### config.mk
export PLATFORM = sky130hd
export DESIGN_NAME = hash_target_cmp
export DESIGN_NICKNAME = d
export VERILOG_FILES = /design/src/rtl/hash_target_cmp.sv
export SDC_FILE = /design/constraint.sdc
export NUM_CORES = 1
export LEC_CHECK = 0
export CAP_MARGIN = 40
export CORE_ASPECT_RATIO = 0.75
export CORE_UTILIZATION = 46
export DETAILED_ROUTE_END_ITERATION = 8
export PLACE_DENSITY_LB_ADDON = 0.1
export SYNTH_ARGS = -nofsm -noshare
export SYNTH_HDL_FRONTEND = slang
export SYNTH_SLANG_ARGS = --single-unit
### constraint.sdc
create_clock -name clk -period 23.5 [get_ports clk]
set_input_delay 4.7 -clock clk [delete_from_list [all_inputs] [get_ports clk]]
set_output_delay 4.7 -clock clk [all_outputs]
set_load 0.05 [all_outputs]
### src/rtl/hash_target_cmp.sv
// hash_target_cmp: multi-cycle unsigned magnitude comparator, one CHUNK slice per cycle, MSB slice first.
// Build option: define HASH_CMP_EARLY_EXIT_EN to stop at the first differing slice (variable latency).
module hash_target_cmp #(
  parameter int WIDTH = 256,
  parameter int CHUNK = 32
) (
  input  logic             clk,
  input  logic             rst,
  input  logic             in_valid,
  output logic             in_ready,
  input  logic [WIDTH-1:0] a,
  input  logic [WIDTH-1:0] b,
  output logic             out_valid,
  input  logic             out_ready,
  output logic             alb,
  output logic             aeb,
  output logic             agb
);

  localparam int NCHUNK = WIDTH / CHUNK;
  localparam int CNT_W  = (NCHUNK > 1) ? $clog2(NCHUNK) : 1;
  localparam logic [CNT_W-1:0] LAST = CNT_W'(NCHUNK - 1);

  if (CHUNK < 1 || CHUNK > WIDTH || (WIDTH % CHUNK) != 0) begin : g_bad_param
    $error("hash_target_cmp: WIDTH must be a positive multiple of CHUNK");
  end

  typedef enum logic [1:0] {
    IDLE = 2'd0,
    CMP  = 2'd1,
    DONE = 2'd2
  } state_t;

  // Flag vectors are packed {lt, eq, gt}.
  function automatic logic [2:0] slice_flags(input logic [CHUNK-1:0] sa,
                                             input logic [CHUNK-1:0] sb);
    logic [2:0] f;
    f = 3'b010;
    if (sa < sb)      f = 3'b100;
    else if (sa > sb) f = 3'b001;
    return f;
  endfunction

  state_t           state_q, state_d;
  logic [WIDTH-1:0] a_q, a_d;
  logic [WIDTH-1:0] b_q, b_d;
  logic [CNT_W-1:0] cnt_q, cnt_d;
  logic [2:0]       flags_q, flags_d;
  logic [2:0]       slice_res;
  logic             slice_ne;
`ifndef HASH_CMP_EARLY_EXIT_EN
  logic             diff_q, diff_d;
  logic [2:0]       dflags_q, dflags_d;
`endif

  assign slice_res = slice_flags(a_q[WIDTH-1 -: CHUNK], b_q[WIDTH-1 -: CHUNK]);
  assign slice_ne  = ~slice_res[1];

  always_comb begin
    state_d  = state_q;
    a_d      = a_q;
    b_d      = b_q;
    cnt_d    = cnt_q;
    flags_d  = flags_q;
`ifndef HASH_CMP_EARLY_EXIT_EN
    diff_d   = diff_q;
    dflags_d = dflags_q;
`endif
    case (state_q)
      IDLE: begin
        if (in_valid) begin
          a_d     = a;
          b_d     = b;
          cnt_d   = '0;
`ifndef HASH_CMP_EARLY_EXIT_EN
          diff_d  = 1'b0;
`endif
          state_d = CMP;
        end
      end
      CMP: begin
`ifdef HASH_CMP_EARLY_EXIT_EN
        if (slice_ne || cnt_q == LAST) begin
          flags_d = slice_res;
          state_d = DONE;
        end else begin
          a_d   = a_q << CHUNK;
          b_d   = b_q << CHUNK;
          cnt_d = cnt_q + 1'b1;
        end
`else
        // Constant-time walk: the first differing slice is remembered and decides the result.
        if (cnt_q == LAST) begin
          flags_d = diff_q ? dflags_q : slice_res;
          state_d = DONE;
        end else begin
          if (!diff_q && slice_ne) begin
            diff_d   = 1'b1;
            dflags_d = slice_res;
          end
          a_d   = a_q << CHUNK;
          b_d   = b_q << CHUNK;
          cnt_d = cnt_q + 1'b1;
        end
`endif
      end
      DONE: begin
        if (out_ready) state_d = IDLE;
      end
      default: state_d = IDLE;
    endcase
  end

  // Control registers: cleared asynchronously so a reset aborts any transaction at once.
  always_ff @(posedge clk or posedge rst) begin
    if (rst) begin
      state_q  <= IDLE;
      cnt_q    <= '0;
      flags_q  <= 3'b000;
`ifndef HASH_CMP_EARLY_EXIT_EN
      diff_q   <= 1'b0;
      dflags_q <= 3'b000;
`endif
    end else begin
      state_q  <= state_d;
      cnt_q    <= cnt_d;
      flags_q  <= flags_d;
`ifndef HASH_CMP_EARLY_EXIT_EN
      diff_q   <= diff_d;
      dflags_q <= dflags_d;
`endif
    end
  end

  // Operand shift registers carry no reset; they are always loaded on accept.
  always_ff @(posedge clk) begin
    a_q <= a_d;
    b_q <= b_d;
  end

  assign in_ready  = (state_q == IDLE) & ~rst;
  assign out_valid = (state_q == DONE);
  assign alb       = flags_q[2];
  assign aeb       = flags_q[1];
  assign agb       = flags_q[0];

endmodule

# ---- Word-level counts from Yosys, hierarchy flattened
# Index checks and enable logic that the tools add are counted.
# W data, S select, Z words.
dict set report totals {
  ff_bits 524
  in_bits 516
  output_inout_bits 5
  wordCells 51
}
dict set report classes {
  addsub 1
  order_cmp 2
  eq_ne 8
  n_mux 20
  n_bitwise 4
  n_reduce_logical 9
}
# op count
set ops {}
lappend ops {{$mux W256} 4}
lappend ops {{$pmux W256 S2} 2}
lappend ops {{$gt A32 B32 Y1} 1}
lappend ops {{$lt A32 B32 Y1} 1}
lappend ops {{$mux W3} 4}
lappend ops {{$reduce_and A3 Y1} 3}
lappend ops {{$mux W2} 4}
lappend ops {{$ne A2 B2 Y1 const B} 4}
lappend ops {{$pmux W2 S3} 1}
lappend ops {{$pmux W3 S2} 1}
lappend ops {{$reduce_and A4 Y1} 1}
lappend ops {{$add A3 B1 Y3 const B} 1}
lappend ops {{$eq A3 B3 Y1 const B} 1}
lappend ops {{$mux W1} 3}
lappend ops {{$not A1 Y1} 3}
lappend ops {{$eq A2 B1 Y1 const B} 1}
lappend ops {{$eq A2 B2 Y1 const B} 1}
lappend ops {{$logic_not A2 Y1} 1}
lappend ops {{$ne A2 B1 Y1 const B} 1}
lappend ops {{$pmux W1 S2} 1}
lappend ops {{$reduce_and A2 Y1} 1}
lappend ops {{$reduce_bool A2 Y1} 1}
lappend ops {{$and A1 B1 Y1} 1}
lappend ops {{$logic_and A1 B1 Y1} 1}
lappend ops {{$logic_not A1 Y1} 1}

# ---- Longest topological paths before layout
dict set report logic_depth {
  word_depth 8
  depth_mapped 8
}

# ---- Worst setup path before layout
# Ideal clock, no wire load.
dict set report synth_path {
  kind {input-to-reg}
  startpoint {input in_valid}
  endpoint {register a_q[0], enable pin}
  arrival_ps 27147
  required_ps 22047
  setup_slack_ps -5100
  cell_stages 3
  path_buffers 0
  path_cell_list {inv_1 -> mux2i_1 -> nor2b_1}
}
dict set report synth_via {
  elab_chain_cells 2
}
# item line
set synth_lines {}
lappend synth_lines {{from (decl)} 9} ;# input logic in_valid,
lappend synth_lines {{$ne A2 B2 Y1 (no line)} --}
lappend synth_lines {{$reduce_and A3 Y1 (no line)} --}
lappend synth_lines {{to (signal assigned)} 137} ;# a_q <= a_d;
lappend synth_lines {{to (decl)} 45} ;# logic [WIDTH-1:0] a_q, a_d;
# Every way passes these cells.
# A chain may end at the register's enable or synchronous reset.

# ---- Final worst setup path
dict set report layout_path {
  startpoint {input rst}
  endpoint {output in_ready}
}
dict set report layout_via {
  elab_chain_cells 2
}
# item line
set layout_lines {}
lappend layout_lines {{from (decl)} 8} ;# input logic rst,
lappend layout_lines {{$not A1 Y1} 141} ;# assign in_ready = (state_q == IDLE) & ~rst;
lappend layout_lines {{$and A1 B1 Y1} 141}
lappend layout_lines {{to (decl)} 10} ;# output logic in_ready,
# Every way passes these cells.

==> results.cfg <==
[layout]
area_delta_synth_final_pct = 33.3
final_cells = 3392
regArea_sq_um = 15700
drive_gt1_share_pct = 3.44
fin_nets = 3244
nFillCells = 3991
final_util_pct = 62.0
multi_input_area_sq_um = 6420

[logic_synthesis]
synthArstFlopShare_pct = 2.29
synthDistinctLibCells = 33
synth_ff_type = edfxtp_1
synth-seq-cells = 524
synth_area_leaders = edfxtp_1 68%, nand2_1 22%, ha_1 1.9%, and2_1 1.8%, clkbuf_1 1.7%
synth-seq-area-share_pct = 69.2
syn_nets = 2755
syn_inst = 2205
yosysMostFrequentCell = nand2_1
synth_common_cells = 1,355 x nand2_1, 512 x edfxtp_1, 104 x clkbuf_1
synth_edf_count = 512
synth_area_leader_cell = edfxtp_1
synthDominantCellAreaShare_pct = 67.9
ys.warnings.count = 0
synth_area_per_cell_sq_um = 10.3
synthesis.area_sq_um = 22600

[die]
die_area_sq_um = 50100
die_x_microns = 258
core_sq_um = 48700
num_rows = 70
dieHeight_microns = 194
ios = 521
start_util_pct = 46.5

[outcome]
status = finished, final reports clean

[timing]
finClkSkew_ns = 0.0207
final-setup-viol-count = 0
rsz0062_at_grt = no
tns_ns = 0
maxSlewHeadroom_pct = 22.7
worst_pin_slew_ns = 1.16
finalCriticalPeriod_ns = 10.82
finalHoldViolCount = 0
fmax_ghz = 0.0924
fin_crit_sh_pct = 46.1
finalMaxSlewViolations = 0

[global_route]
gr-usage-all-layers_pct = 23.1
grt_max_degree = 241
grt_pass1_vias = 15700
gr-usage-met2_pct = 36.3
gr-usage-met3_pct = 5.23
antenna_found_initial = 18
grt-ovfl-total = 0
grt_busiest_layer = met2
grt_pass1_wl_microns = 87900
use_met1_pct = 32.0

[power]
power_density_nw_per_um2 = 137
ir_drop_v = 0.000111
p_leak_uw = 0.0133

[clock_network]
clk_pin_slew_worst_paths_ns = 0.06
cts_made_buffers = 53
postCtsHoldBufs = 0
htree_levels = 2
clock_sinks = 524
cts_root_buf = clkbuf_16
clk_path_buf_depth = 3
cts_setup_buffers = 0
cts_tree = done
postCtsResizedCells = 0
insertion_delay_ns = 0.58

[place]
io_buffers = 520
dp_hpwl_microns = 41600
dp_cells = 3287
gp_congestion = 0.900

[critical_path]
rr_endpoint = a_q[144]$_DFFE_PP_
critical_path_class = input port to primary output
r2r_cells = 7
crit_fanout = 2
reg2reg_setup_slack_ns = 20.29
cp-end-kind = primary output
cp.arrival_ns = 6.12
worst_setup_path_start_kind = input port
r2r-start = cnt_q[0]$_DFFE_PP0P_
crit_required_ns = 18.80

[worst_hold_path]
hp-class = register to register
min_from = flags_q[2]$_DFFE_PP0P_
worstHoldEndpoint = flags_q[2]$_DFFE_PP0P_
whs_path_depth = 1

[routing]
via_count = 16100
post_drt_wl_per_cell_microns = 17.2
ant_nets = 0
first_pass_iters = 5
wirelength_microns = 58300
drt_iter0_drc = 1388
vias_per_cell = 4.76
drc = 0

[run]
cap_violations = 0
-- logic make-up (layout without fill, tap and decap cells) --
group	Yosys count	in the layout	share of synthesized area (%)
DFF	524	524	69.2
and+or+nand+nor	1457	1457	25.2
AOI/OAI and AO/OA	43	43	1.17
muxes	1	1	0.0442
adders and majority gates	34	34	1.88
buffers and inverters	146	675	2.46
other	0	10	0
-- layout make-up --
type	instances	area share [%]
tap	648	2.69
multi-input combinational	1535	21.3
timing repair buffer	542	18.5
antenna	10	0.0829
sequential	524	51.9
inverter	38	0.473
clock buffer	76	4.78
clock inverter	19	0.294
-- state kept, by name, summed over array words and instances (netlist names) --
| signal | flops |
|---|---|
| b_q | 256 |
| cnt_q | 3 |
| state_q | 2 |
| a_q | 256 |
| flags_q | 3 |
| dflags_q | 3 |
| diff_q | 1 |
-- layout by cell type, fill, tap and decap left out, types with 2 or more instances in the layout --
cell type / count
a211o_1: 2
a21o_1: 3
a21oi_1: 21
and2_1: 64
buf_12: 5
buf_16: 7
buf_4: 8
clkbuf_1: 20
clkbuf_16: 53
clkbuf_8: 3
clkdlybuf4s50_1: 520
clkinv_1: 10
clkinv_2: 7
dfrtp_1: 12
diode_2: 10
edfxtp_1: 512
ha_1: 34
inv_1: 38
nand2_1: 1355
nand3_1: 8
nand4_1: 8
nor2_1: 8
nor2b_4: 2
nor3_1: 3
nor4_1: 3
o21ai_0: 9
o22ai_1: 2
-- routing by layer --
metal	vias up	wire length, microns
met1	7418	25600
met2	422	27200
met4	18	1590
met3	109	3800
li1	8170	-
met5	-	118
-- worst max path at each step --
stage               startpoint              endpoint  slack [ns]  depth (start not counted)
finish                     rst              in_ready       12.68                          3
global route               rst              in_ready       12.63                          3
CTS                        rst              in_ready       12.66                          3
detailed placement         rst              in_ready       12.68                          3
global placement           rst              in_ready       12.66                          3
floorplan             in_valid  a_q[0]$_SDFFCE_PP0P_        4.80                          3
-- per-stage QoR --
stage                     total power [uW]  setup slack [ns]  hold slack, ns  area (sq um)
after floorplan                       3070              4.80           0.446         22600
after global placement                3320             12.66           0.458         28400
after detailed placement              3420             12.68           0.483         28600
after CTS                             4190             12.66           0.496         30200
after global routing                  4450             12.63           0.513         30200
final                                 4140             12.68           0.488         30200
-- report_power, final --
group          internal, uW  total [uW]  switching [uW]
clock                   424         764             340
combinational           471        1450             980
sequential             1780        1930             145
total                  2680        4140            1460
-- worst max-delay path, cell delays in order --
cell and delay (ns):
clkdlybuf4s50_1 0.42, nor3_1 0.16, clkdlybuf4s50_1 0.84
No activity file was read; power rests on OpenSTA's default activity.
